--- config.mk ---
export PLATFORM = sky130hd
export DESIGN_NAME = psram_arbiter
export DESIGN_NICKNAME = d
export VERILOG_FILES = /design/src/rtl/psram_arb_pkg.sv /design/src/rtl/psram_arbiter_rr_select.sv /design/src/rtl/psram_arbiter.sv
export SDC_FILE = /design/constraint.sdc
export NUM_CORES = 1
export LEC_CHECK = 0
export ABC_CLOCK_PERIOD_IN_PS = 2800
export CORE_AREA = 4 4 152 154
export CTS_CLUSTER_DIAMETER = 40
export DETAILED_ROUTE_END_ITERATION = 12
export DIE_AREA = 0 0 156 158
export GPL_ROUTABILITY_DRIVEN = 0
export SLEW_MARGIN = 20
export SYNTH_ARGS = -nofsm -noshare
export SYNTH_HDL_FRONTEND = slang
export SYNTH_HIERARCHICAL = 1
export SYNTH_SLANG_ARGS = --single-unit
--- constraint.sdc ---
create_clock -name clk -period 2.8 [get_ports clk]
set_clock_uncertainty 0.1 [all_clocks]
set_input_delay 0.42 -clock clk [delete_from_list [all_inputs] [get_ports clk]]
set_output_delay 0.42 -clock clk [all_outputs]
set_load 0.02 [all_outputs]
--- src/rtl/psram_arb_pkg.sv ---
// Shared types and constants for the PSRAM transaction arbiter.
package psram_arb_pkg;

  typedef enum logic [1:0] {
    IDLE  = 2'd0,
    ISSUE = 2'd1,
    WAIT  = 2'd2,
    RESP  = 2'd3
  } arb_state_t;

  localparam logic [7:0] CMD_READ  = 8'h03;
  localparam logic [7:0] CMD_WRITE = 8'h02;

  localparam logic [2:0] SZ_BYTE = 3'd1;
  localparam logic [2:0] SZ_HALF = 3'd2;
  localparam logic [2:0] SZ_WORD = 3'd4;

  function automatic logic [7:0] cmd_for(input logic wr);
    return wr ? CMD_WRITE : CMD_READ;
  endfunction

endpackage

--- src/rtl/psram_arbiter_rr_select.sv ---
// rr_select: rotating priority encoder; first set req bit at or above ptr, with wrap.
module rr_select #(
  parameter int unsigned NUM_REQ = 4,
  parameter int unsigned IDX_W   = $clog2(NUM_REQ)
) (
  input  logic [NUM_REQ-1:0] req,
  input  logic [IDX_W-1:0]   ptr,
  output logic [IDX_W-1:0]   sel,
  output logic               any
);

  always_comb begin
    int unsigned idx;
    idx = 0;
    sel = '0;
    any = 1'b0;
    for (int unsigned i = 0; i < NUM_REQ; i++) begin
      idx = (32'(ptr) + i) % NUM_REQ;
      if (!any && req[idx[IDX_W-1:0]]) begin
        any = 1'b1;
        sel = idx[IDX_W-1:0];
      end
    end
  end

endmodule

--- src/rtl/psram_arbiter.sv ---
// Round-robin arbiter sharing one PSRAM controller transaction port among NUM_REQ requesters.
// Optional WAIT watchdog enabled by defining PSRAM_ARB_TIMEOUT_EN.
module psram_arbiter
  import psram_arb_pkg::*;
#(
  parameter int unsigned NUM_REQ     = 4,
  parameter int unsigned ADDR_W      = 24,
  parameter int unsigned DATA_W      = 32,
  parameter int unsigned TIMEOUT_CYC = 1024,
  localparam int unsigned IDX_W      = $clog2(NUM_REQ)
) (
  input  logic                      clk,
  input  logic                      rst,
  input  logic [NUM_REQ-1:0]        req_valid,
  output logic [NUM_REQ-1:0]        req_ready,
  input  logic [NUM_REQ*ADDR_W-1:0] req_addr,
  input  logic [NUM_REQ*DATA_W-1:0] req_wdata,
  input  logic [NUM_REQ*3-1:0]      req_size,
  input  logic [NUM_REQ-1:0]        req_wr,
  output logic [NUM_REQ-1:0]        rsp_valid,
  output logic [DATA_W-1:0]         rsp_rdata,
  output logic                      rsp_err,
  output logic [ADDR_W-1:0]         psram_addr,
  output logic [DATA_W-1:0]         psram_data_i,
  output logic [2:0]                psram_size,
  output logic [7:0]                psram_cmd,
  output logic                      psram_rd_wr,
  output logic                      psram_start,
  input  logic                      psram_done,
  input  logic [DATA_W-1:0]         psram_data_o,
  output logic                      busy,
  output logic [IDX_W-1:0]          grant_id
);

  arb_state_t        state, next_state;
  logic [IDX_W-1:0]  rr_ptr;
  logic [IDX_W-1:0]  sel;
  logic              any;
  logic              accept;
  logic              timed_out;
  logic [ADDR_W-1:0] lat_addr;
  logic [DATA_W-1:0] lat_wdata;
  logic [2:0]        lat_size;
  logic              lat_wr;
  logic [IDX_W-1:0]  grant_q;
  logic [DATA_W-1:0] rdata_q;

  rr_select #(.NUM_REQ(NUM_REQ), .IDX_W(IDX_W)) u_rr_select (
    .req (req_valid),
    .ptr (rr_ptr),
    .sel (sel),
    .any (any)
  );

  assign accept = (state == IDLE) && any;

`ifdef PSRAM_ARB_TIMEOUT_EN
  localparam int unsigned CNT_W = $clog2(TIMEOUT_CYC + 1);
  logic [CNT_W-1:0] wait_cnt;
  logic             err_q;

  assign timed_out = (state == WAIT) && !psram_done && (wait_cnt == CNT_W'(TIMEOUT_CYC - 1));

  always_ff @(posedge clk) begin
    if (rst) begin
      wait_cnt <= '0;
      err_q    <= 1'b0;
    end else begin
      if (state == ISSUE)
        wait_cnt <= '0;
      else if (state == WAIT)
        wait_cnt <= wait_cnt + CNT_W'(1);
      if (state == WAIT && psram_done)
        err_q <= 1'b0;
      else if (timed_out)
        err_q <= 1'b1;
    end
  end

  assign rsp_err = err_q;
`else
  assign timed_out = 1'b0;
  assign rsp_err   = 1'b0;
`endif

  always_ff @(posedge clk) begin
    if (rst) state <= IDLE;
    else     state <= next_state;
  end

  always_comb begin
    next_state = state;
    unique case (state)
      IDLE:    if (any) next_state = ISSUE;
      ISSUE:   next_state = WAIT;
      WAIT:    if (psram_done || timed_out) next_state = RESP;
      RESP:    next_state = IDLE;
      default: next_state = IDLE;
    endcase
  end

  always_comb begin
    req_ready = '0;
    rsp_valid = '0;
    if (accept) req_ready[sel] = 1'b1;
    if (state == RESP) rsp_valid[grant_q] = 1'b1;
    psram_start = (state == ISSUE);
    busy        = (state != IDLE);
  end

  // Request fields are captured only on accept; later changes on the inputs are invisible.
  always_ff @(posedge clk) begin
    if (rst) begin
      rr_ptr    <= '0;
      grant_q   <= '0;
      lat_addr  <= '0;
      lat_wdata <= '0;
      lat_size  <= '0;
      lat_wr    <= 1'b0;
      rdata_q   <= '0;
    end else begin
      if (accept) begin
        lat_addr  <= req_addr[sel*ADDR_W +: ADDR_W];
        lat_wdata <= req_wdata[sel*DATA_W +: DATA_W];
        lat_size  <= req_size[sel*3 +: 3];
        lat_wr    <= req_wr[sel];
        grant_q   <= sel;
        rr_ptr    <= (sel == IDX_W'(NUM_REQ - 1)) ? '0 : sel + IDX_W'(1);
      end
      if (state == WAIT) begin
        if (psram_done) begin
          if (!lat_wr) rdata_q <= psram_data_o;
        end else if (timed_out) begin
          rdata_q <= '0;
        end
      end
    end
  end

  assign psram_addr   = lat_addr;
  assign psram_data_i = lat_wdata;
  assign psram_size   = lat_size;
  assign psram_rd_wr  = lat_wr;
  assign psram_cmd    = cmd_for(lat_wr);
  assign rsp_rdata    = rdata_q;
  assign grant_id     = grant_q;

endmodule

==> flow_summary.ini, run 1 <==
[die]
io_pins = 392
die_w_um = 156
core_um2 = 21700
fp.dieArea_um2 = 24600
floorplan.initialDensity_pct = 24.1
die_h_um = 158
rows = 54

[yosys]
ys.flop_type = dfxtp_1
synth_warnings = 6
synth_area_leader_cell = dfxtp_1
syn_area_um2 = 5240
synth-edff-count = 0
synth_top_area_share_pct = 37.5
postSynthAreaPerCell_um2 = 9.42
syn_inst = 556
ys_types = 31
synth_async_sr_flop_share_pct = 0
yosysSeqAreaShare_pct = 37.5
ys_seq_elements = 98
yosys-top-cells-area = dfxtp_1 (37%), mux2i_1 (13%), a221o_1 (10%)

[finish]
fill_cells = 2152
layout_common_cells = clkdlybuf4s50_1 (379), dfxtp_1 (98), nand2_1 (71)
syn2layout_area_growth_pct = 84.5
final_util_pct = 44.5
drive_gt1_share_pct = 7.33
fin_nets = 1211
seq_area_um2 = 1960
final_cells = 1210
layout_commonest_cell = clkdlybuf4s50_1
multi_input_area_um2 = 2930
fin_area_um2 = 9660

[critical_path]
rr_startpoint = rr_ptr[0]
slowest_stage = clkdlybuf4s50_1
startpoint_type = input pin
critical_path_class = in2reg
r2r_setup_slack_ps = 360
rr_endpoint = psram_addr[2]
reg2reg_depth = 8
critPathLaunch = req_valid[1]
cp-end-kind = register
slowest_delay_ps = 510
arrival_ps = 2810
path_max_fanout = 41
cp.required_ps = 2930
worstPathCellList = clkdlybuf4s50_1, inv_1, a221o_1, a21oi_4, buf_4, buf_4, buf_12, mux2_2, a221o_1

[clock_tree]
cts-hold-fix-buffers = 0
cts_buffers = 9
clk_pin_slew_worst_paths_ps = 80
clock_path_buffers = 2
cts_htree_levels = 3
clk_latency_ps = 340
clock_sinks = 98
cts_tree = yes
cts-root-buf = clkbuf_16

[place]
place_hpwl_um = 17300
portBuffers = 383
dp.cells = 1191
postPlaceCellArea_um2 = 9370

[timing]
slew_headroom_pct = 65.4
fmax_mhz = 373
slew_violations = 0
hold_viol_final = 0
setup_tns_ps = 0
tightest_slew_ps = 519
period_share_pct = 95.8
hold-worst-slack_ps = 355
min_period_ps = 2680
setup_viol = 0
grt_setup_unrepaired = yes

[global_route]
grt_max_degree = 42
antenna_found_initial = 2
grt_pass1_vias = 5707
gr-total-overflow = 0
grtUsageTotal_pct = 16.8
grt_pass1_wl_um = 32400

[detailed_routing]
wl_um = 22200
drtIter0Drc = 219
remaining_drc_errors = 0
antenna_left = 0
drt-wirelength-per-cell_um = 18.4
vias = 5524
firstDrtPassIters = 6
viasPerCell = 4.57

[status]
outcome = complete, no violations

[hold_path]
whs_path_depth = 2
min_to = rsp_rdata[8]
worstHoldStart = rsp_rdata[8]
hold_class = reg2reg

[power_and_ir_drop]
p_leak_nw = 3.66
pwr_density_cell_nw_per_um2 = 808
ir_drop_v = 0.000357

[job]
maxCapViolCount = 0
## cell families (layout without fill, tap and decap cells)
kind of cell / after synthesis / in the layout / synth area share [%]
simple gates: 148 / 148 / 11.8
mux: 120 / 120 / 24.2
compound gates: 114 / 114 / 16.7
flops: 98 / 98 / 37.5
buf+inv: 65 / 431 / 7.53
fa+ha+maj: 9 / 9 / 2.15
other cells: 2 / 10 / 0.143
## power by group
group	internal [W]	total [W]	switching [W]
registers	0.00188	0.00218	0.000298
clock network	0.000631	0.00128	0.000650
logic	0.00222	0.00435	0.00213
total	0.00473	0.00781	0.00308
## critical path: cells and delay by family
kind	cells	cell delay [ps]
mux	1	370
compound gates	3	830
buf+inv	5	1160
## state kept, by name, summed over array words and instances (netlist names)
signal,cells
state,2
grant_id,2
rsp_rdata,32
psram_addr,24
rr_ptr,2
psram_size,3
psram_rd_wr,1
psram_data_i,32
## final cells by class
type                            count  area share (%)
Antenna cell                        2          0.0518
Clock buffer                        9            2.33
Clock inverter                      7           0.712
Inverter                           11           0.427
Multi-Input combinational cell    399            30.3
Sequential cell                    98            20.3
Tap cell                          280            3.63
Timing Repair Buffer              404            42.2
## synth_stat cells, types with 2 or more instances
library cell  count
and3_1            5
conb_1            2
mux2_1           29
o221ai_1          2
buf_4            10
a2bb2oi_1         6
nand3_1           5
and3b_1           2
buf_2            24
or3_1             2
ha_1              9
inv_1            10
o21ai_1           6
clkbuf_1          9
buf_6            11
a221o_1          54
nand2b_1          3
dfxtp_1          98
nor2_1           56
nand2_1          71
mux2i_1          67
mux2_2           24
a21oi_1          43
## stage by stage
stage               power (W)  worst slack (ps)
floorplan             0.00463               216
global placement      0.00661              -318
detailed placement    0.00661              -370
CTS                   0.00794              9.15
global route          0.00829             -13.8
finish                0.00781               118
## metal layers
metal  share of wire, %  GRT usage (%)  up-vias
met2                 48           29.0      265
met5                  0              0        -
met1                 40           19.4     2513
li1                   -              -     2722
met3                 10           6.48       24
met4                2.0           5.21        0
## what timing repair did
action | 4_1_cts | 5_1_grt
endpoints found under the setup margin | 4 | 15
pin swaps | 1 | 1
resized for setup | 8 | 4
setup buffers | 1 | 0
## worst max path at each step
stage,endpoint,slack [ps],cells past startpoint
3_3_place_gp,req_ready[3],-320,7
5_1_grt,req_ready[1],-10,9
4_1_cts,req_ready[2],9,8
6_report,psram_addr[2],120,9
3_5_place_dp,req_ready[3],-370,7
2_1_floorplan,req_ready[0],220,9
Power figures use the tool's default switching activity.
==> run 2, diff against run 1 <==
--- a/config.mk
+++ b/config.mk
@@ -5,11 +5,12 @@
 export SDC_FILE = /design/constraint.sdc
 export NUM_CORES = 1
 export LEC_CHECK = 0
+export ABC_AREA = 1
 export ABC_CLOCK_PERIOD_IN_PS = 2800
-export CORE_AREA = 4 4 152 154
-export CTS_CLUSTER_DIAMETER = 40
+export CORE_AREA = 2 2 151 153
+export CTS_CLUSTER_DIAMETER = 150
 export DETAILED_ROUTE_END_ITERATION = 12
-export DIE_AREA = 0 0 156 158
+export DIE_AREA = 0 0 153 155
 export GPL_ROUTABILITY_DRIVEN = 0
 export SLEW_MARGIN = 20
 export SYNTH_ARGS = -nofsm -noshare
==> run 2 against run 1 <==
Maximum frequency up 1.1%; synthesized cell count up 69%; via count up 29%; critical endpoint is now req_ready[0]; largest cell class unchanged; first-iteration DRC count up 58%; global-route usage up 2.4 points; largest power group unchanged; sequential power down 3%; routed wire length up 6.2%; register-to-register slack better by 20 ps; cell count up 30%; non-clock buffer count up 2; synthesized area up 12%; cell area up 4.7%.
==> flow_summary.ini, run 2 <==
[critical_path]
cp_top_family = buffers and inverters
critPathLaunch = req_valid[2]
critical_path_class = in2out
slowest_stage = clkdlybuf4s50_1
reg2reg_depth = 12
arrival_ps = 2130
worstPathCellList = clkdlybuf4s50_1, inv_1, nand2_1, nand3_2, nand2_4, nor2_1, nor2_2, nand2_1, nand2_1, inv_4, inv_4, ha_1, inv_1, nor2_2, buf_4
slowest_delay_ps = 490
cp-end-kind = output pin
cp.depth = 15
rr_endpoint = psram_data_i[29]
cpMostUsedCell = nand2_1
startpoint_type = input pin
cp.required_ps = 2280
crit_end = req_ready[0]
path_max_fanout = 6
crit_buf_inv = 6
rr_startpoint = rr_ptr[0]
r2r_setup_slack_ps = 380

[place]
place_ws_ps = -328
dp.cells = 1562
portBuffers = 383
place_hpwl_um = 18100

[detailed_routing]
remaining_drc_errors = 0
vias = 7103
viasPerCell = 4.50
firstDrtPassIters = 4
drtIter0Drc = 347
drt-wirelength-per-cell_um = 15.0
antenna_left = 0
wl_um = 23600

[clock_tree]
clock_sinks = 98
post_cts_buffers = 0
clk_pin_slew_worst_paths_ps = 70
cts-root-buf = clkbuf_16
cts_buffers = 9
clk_latency_ps = 350
clock_path_buffers = 2
cts_htree_levels = 3
cts_tree = yes

[timing]
fin_ws_ps = 146
slew_headroom_pct = 30.8
hold_viol_final = 0
setup_viol = 0
slew_violations = 0
tightest_slew_ps = 1040
period_share_pct = 94.8
grt_setup_unrepaired = yes
min_period_ps = 2650
fmax_mhz = 377

[status]
outcome = complete, no violations

[finish]
syn2layout_area_growth_pct = 73.1
fin_nets = 1576
layout_commonest_cell = clkdlybuf4s50_1
fill_cells = 2354
final_cells = 1578
final_util_pct = 45.5
drive_gt1_share_pct = 5.65
antenna_cells = 0
layout_common_cells = clkdlybuf4s50_1 (379), nand2_1 (339), nand3_1 (114)

[yosys]
ys_seq_elements = 98
ys_types = 27
yosysSeqAreaShare_pct = 33.6
syn_inst = 942
synth_async_sr_flop_share_pct = 0
synth-edff-count = 0
postSynthAreaPerCell_um2 = 6.20
syn_area_um2 = 5840
synth_common_cells = nand2_1 (339), nand3_1 (115), dfxtp_1 (98)
synth_most_common_cell = nand2_1
ys.flop_type = dfxtp_1
synth_top_area_share_pct = 33.6
yosys-top-cells-area = dfxtp_1 (34%), nand2_1 (22%), nand3_1 (9.9%)
synth_area_leader_cell = dfxtp_1
synth_warnings = 6

[global_route]
grt_pass1_wl_um = 36400
grtUsageTotal_pct = 19.2
gr-total-overflow = 0
grt_pass1_vias = 6718
antenna_found_initial = 0
grt_max_degree = 84

[hold_path]
hold_class = reg2reg

[die]
floorplan.initialDensity_pct = 26.3
fp.dieArea_um2 = 23700
core_um2 = 22200
rows = 55
die_w_um = 153
io_pins = 392
die_h_um = 155

[power_and_ir_drop]
ir_drop_v = 0.000847
p_leak_nw = 4.31
power_w = 0.0108
pwr_density_cell_nw_per_um2 = 1070

[job]
maxCapViolCount = 0
## run 2: cell types whose count changed in the layout (fill, tap and decap cells not counted), sizes merged, moves of 23 or more
cell / change
mux2i: -67
a21oi: +23
nand2: +282
a221o: -54
nor2: +30
o21ai: +88
mux2: -53
nand3: +113
## run 2: power breakdown
| part | leakage, nW | switching (W) | internal, W |
|---|---|---|---|
| registers | 0.809 | 0.000241 | 0.00187 |
| logic | 3.35 | 0.00457 | 0.00283 |
| clock network | 0.149 | 0.000635 | 0.000637 |
## run 2: cell families after synthesis
logic type               count (synthesis)  share of synthesized area (%)
AND/OR/NAND/NOR                        563                           40.2
adder cells (fa/ha/maj)                  9                           1.93
other                                    2                          0.129
buffers and inverters                  109                           10.4
AO/OA/AOI/OAI                          161                           13.8
flip-flops                              98                           33.6
## run 2: worst min-delay path: stages, from the launching register on
cell and delay, ps:
dfxtp_1 330, nor2_1 50, nor2_1 80
## run 2: stage by stage
step	setup TNS [ps]	hold slack [ps]	cell area, um^2
floorplan	0	370	5860
global placement	-6500	360	9800
detailed placement	-8490	371	9800
CTS	0	389	10100
global route	-12.4	405	10100
finish	0	383	10100
## run 2: worst min-delay path by stage
stage               endpoint     startpoint  cells after the start
2_1_floorplan       state[1]       state[1]                      2
4_1_cts        rsp_rdata[19]  rsp_rdata[19]                      2
3_3_place_gp   rsp_rdata[19]  rsp_rdata[19]                      2
6_report       rsp_rdata[19]  rsp_rdata[19]                      2
3_5_place_dp   rsp_rdata[19]  rsp_rdata[19]                      2
5_1_grt        rsp_rdata[19]  rsp_rdata[19]                      2
## run 2: cell type report
class,instances,area (um^2),area share (%)
multi-input cells,741,3300,32.7
clock inverters,7,81.3,0.804
flip-flops and latches,98,1960,19.4
inverters,32,126,1.25
clock buffers,9,225,2.23
well taps,285,357,3.53
repair buffers,406,4060,40.1
## run 2: per-layer routing
metal / global-route usage (%) / vias to the layer above / part of all wire [%]
met5: 0 / - / 0
met3: 4.99 / 31 / 6.9
met2: 33.9 / 253 / 50
li1: - / 3706 / -
met1: 22.8 / 3113 / 41
met4: 6.35 / 0 / 2.2
## run 2: what timing repair did
item	CTS	global route
hold endpoints to repair	0	0
hold buffers	0	0
endpoints found under the setup margin	4	40
gates resized for setup	12	12
==> run 3, diff against run 2 <==
--- a/config.mk
+++ b/config.mk
@@ -12,6 +12,7 @@
 export DETAILED_ROUTE_END_ITERATION = 12
 export DIE_AREA = 0 0 153 155
 export GPL_ROUTABILITY_DRIVEN = 0
+export REMOVE_ABC_BUFFERS = 1
 export SLEW_MARGIN = 20
 export SYNTH_ARGS = -nofsm -noshare
 export SYNTH_HDL_FRONTEND = slang
==> run 3 against run 2 <==
Cell area is 0.51% higher; worst setup slack better by 25 ps; register-to-register slack worse by 100 ps; sequential share of layout area is 0.098 points lower; power is 1.1% higher; hold slack hardly changed; combinational power is 2% higher; sequential cell count stayed put; largest cell class unchanged; largest power group unchanged.
==> flow_summary.ini, run 3 (synthesis gave the netlist of run 2 again) <==
[power_and_ir_drop]
ir_drop_v = 0.000779
pwr_density_cell_nw_per_um2 = 1070
p_leak_nw = 4.35

[place]
place_hpwl_um = 17700
portBuffers = 383

[detailed_routing]
vias = 7148
viasPerCell = 4.51
drtIter0Drc = 337
wl_um = 23400
firstDrtPassIters = 4
drt-wirelength-per-cell_um = 14.8
remaining_drc_errors = 0
antenna_left = 0

[hold_path]
worstHoldStart = rsp_rdata[26]
whs_path_depth = 2
hold_class = reg2reg
min_to = rsp_rdata[26]

[critical_path]
cp-end-kind = output pin
r2r_setup_slack_ps = 280
startpoint_type = input pin
rr_startpoint = rr_ptr[0]
reg2reg_depth = 12
arrival_ps = 2110
rr_endpoint = psram_data_i[18]
path_max_fanout = 6
cp.required_ps = 2280
critPathLaunch = req_valid[1]
critical_path_class = in2out

[finish]
layout_commonest_cell = clkdlybuf4s50_1
layout_common_cells = clkdlybuf4s50_1 (378), nand2_1 (338), nand3_1 (114)
fin_nets = 1584
fill_cells = 2352
syn2layout_area_growth_pct = 74.0
antenna_cells = 0
drive_gt1_share_pct = 6.30
final_util_pct = 45.7

[timing]
setup_tns_ps = 0
hold_viol_final = 0
grt_setup_unrepaired = yes
slew_violations = 0
min_period_ps = 2630
fmax_mhz = 380
setup_viol = 0
period_share_pct = 93.9
slew_headroom_pct = 54.0
tightest_slew_ps = 690

[die]
fp.dieArea_um2 = 23700
rows = 55
floorplan.initialDensity_pct = 26.3
die_h_um = 155
die_w_um = 153
io_pins = 392
core_um2 = 22200

[global_route]
grt_pass1_vias = 6817
grt_pass1_wl_um = 36200
antenna_found_initial = 0
grtUsageTotal_pct = 18.9
grt_max_degree = 66
gr-total-overflow = 0

[clock_tree]
cts-root-buf = clkbuf_16
clk_latency_ps = 340
clk_pin_slew_worst_paths_ps = 70
cts_htree_levels = 3
cts_tree = yes
cts_buffers = 9
clock_path_buffers = 2
clock_sinks = 98
post_cts_buffers = 0

[status]
outcome = complete, no violations

[job]
maxCapViolCount = 0
[run 3: worst max-delay path by stage]
| stage | slack, ps | endpoint |
|---|---|---|
| after global routing | -10 | psram_data_i[23] |
| after CTS | 10 | req_ready[2] |
| after global placement | -290 | req_ready[2] |
| after detailed placement | -320 | req_ready[2] |
| after floorplan | -3100 | req_ready[2] |
| final | 170 | req_ready[2] |
[run 3: layer usage]
| metal | wire length (um) | share of wire [%] | global-route usage [%] |
|---|---|---|---|
| met1 | 9590 | 41 | 21.7 |
| met2 | 11200 | 48 | 33.4 |
| met3 | 1950 | 8.3 | 6.35 |
| met4 | 610 | 2.6 | 5.91 |
| met5 | 0 | 0 | 0 |
[run 3: timing repair]
item,CTS,global route
gates resized for setup,13,10
pin swaps,0,0
hold buffers,0,0
endpoints found under the setup margin,4,10
[run 3: critical path, stage by stage]
cell	delay [ps]
clkdlybuf4s50_1	470
inv_1	60
nand2_1	60
nand2_1	80
nand2_1	70
nand2_1	80
nor2_1	120
nor2_2	40
nand2_1	70
nand2_2	60
inv_4	90
inv_4	50
ha_1	190
inv_1	50
nor2_1	40
buf_4	160
[run 3: area by class of cell]
cell class,count,area (um^2),area share (%)
Clock buffer,10,239,2.35
Clock inverter,6,58.8,0.579
Inverter,32,126,1.24
Multi-Input combinational cell,741,3310,32.6
Sequential cell,98,1960,19.3
Tap cell,285,357,3.51
Timing Repair Buffer,414,4100,40.4
[run 3: per-stage QoR]
| stage | power (W) | hold WS (ps) | cells | area (um^2) | worst slack (ps) |
|---|---|---|---|---|---|
| final | 0.0109 | 383 | 1586 | 10200 | 171 |
| after global routing | 0.0120 | 406 | 1586 | 10200 | -11.8 |
| after CTS | 0.0111 | 388 | 1586 | 10200 | 11.4 |
| after detailed placement | 0.00977 | 372 | 1570 | 9870 | -325 |
| after global placement | 0.00971 | 363 | 1570 | 9870 | -295 |
| after floorplan | 0.00638 | 366 | 871 | 5380 | -3100 |
[run 3: power by group]
| part | leakage (nW) | internal [W] | switching (W) |
|---|---|---|---|
| sequential | 0.809 | 0.00187 | 0.000240 |
| clock | 0.145 | 0.000651 | 0.000609 |
| combinational | 3.39 | 0.00292 | 0.00461 |
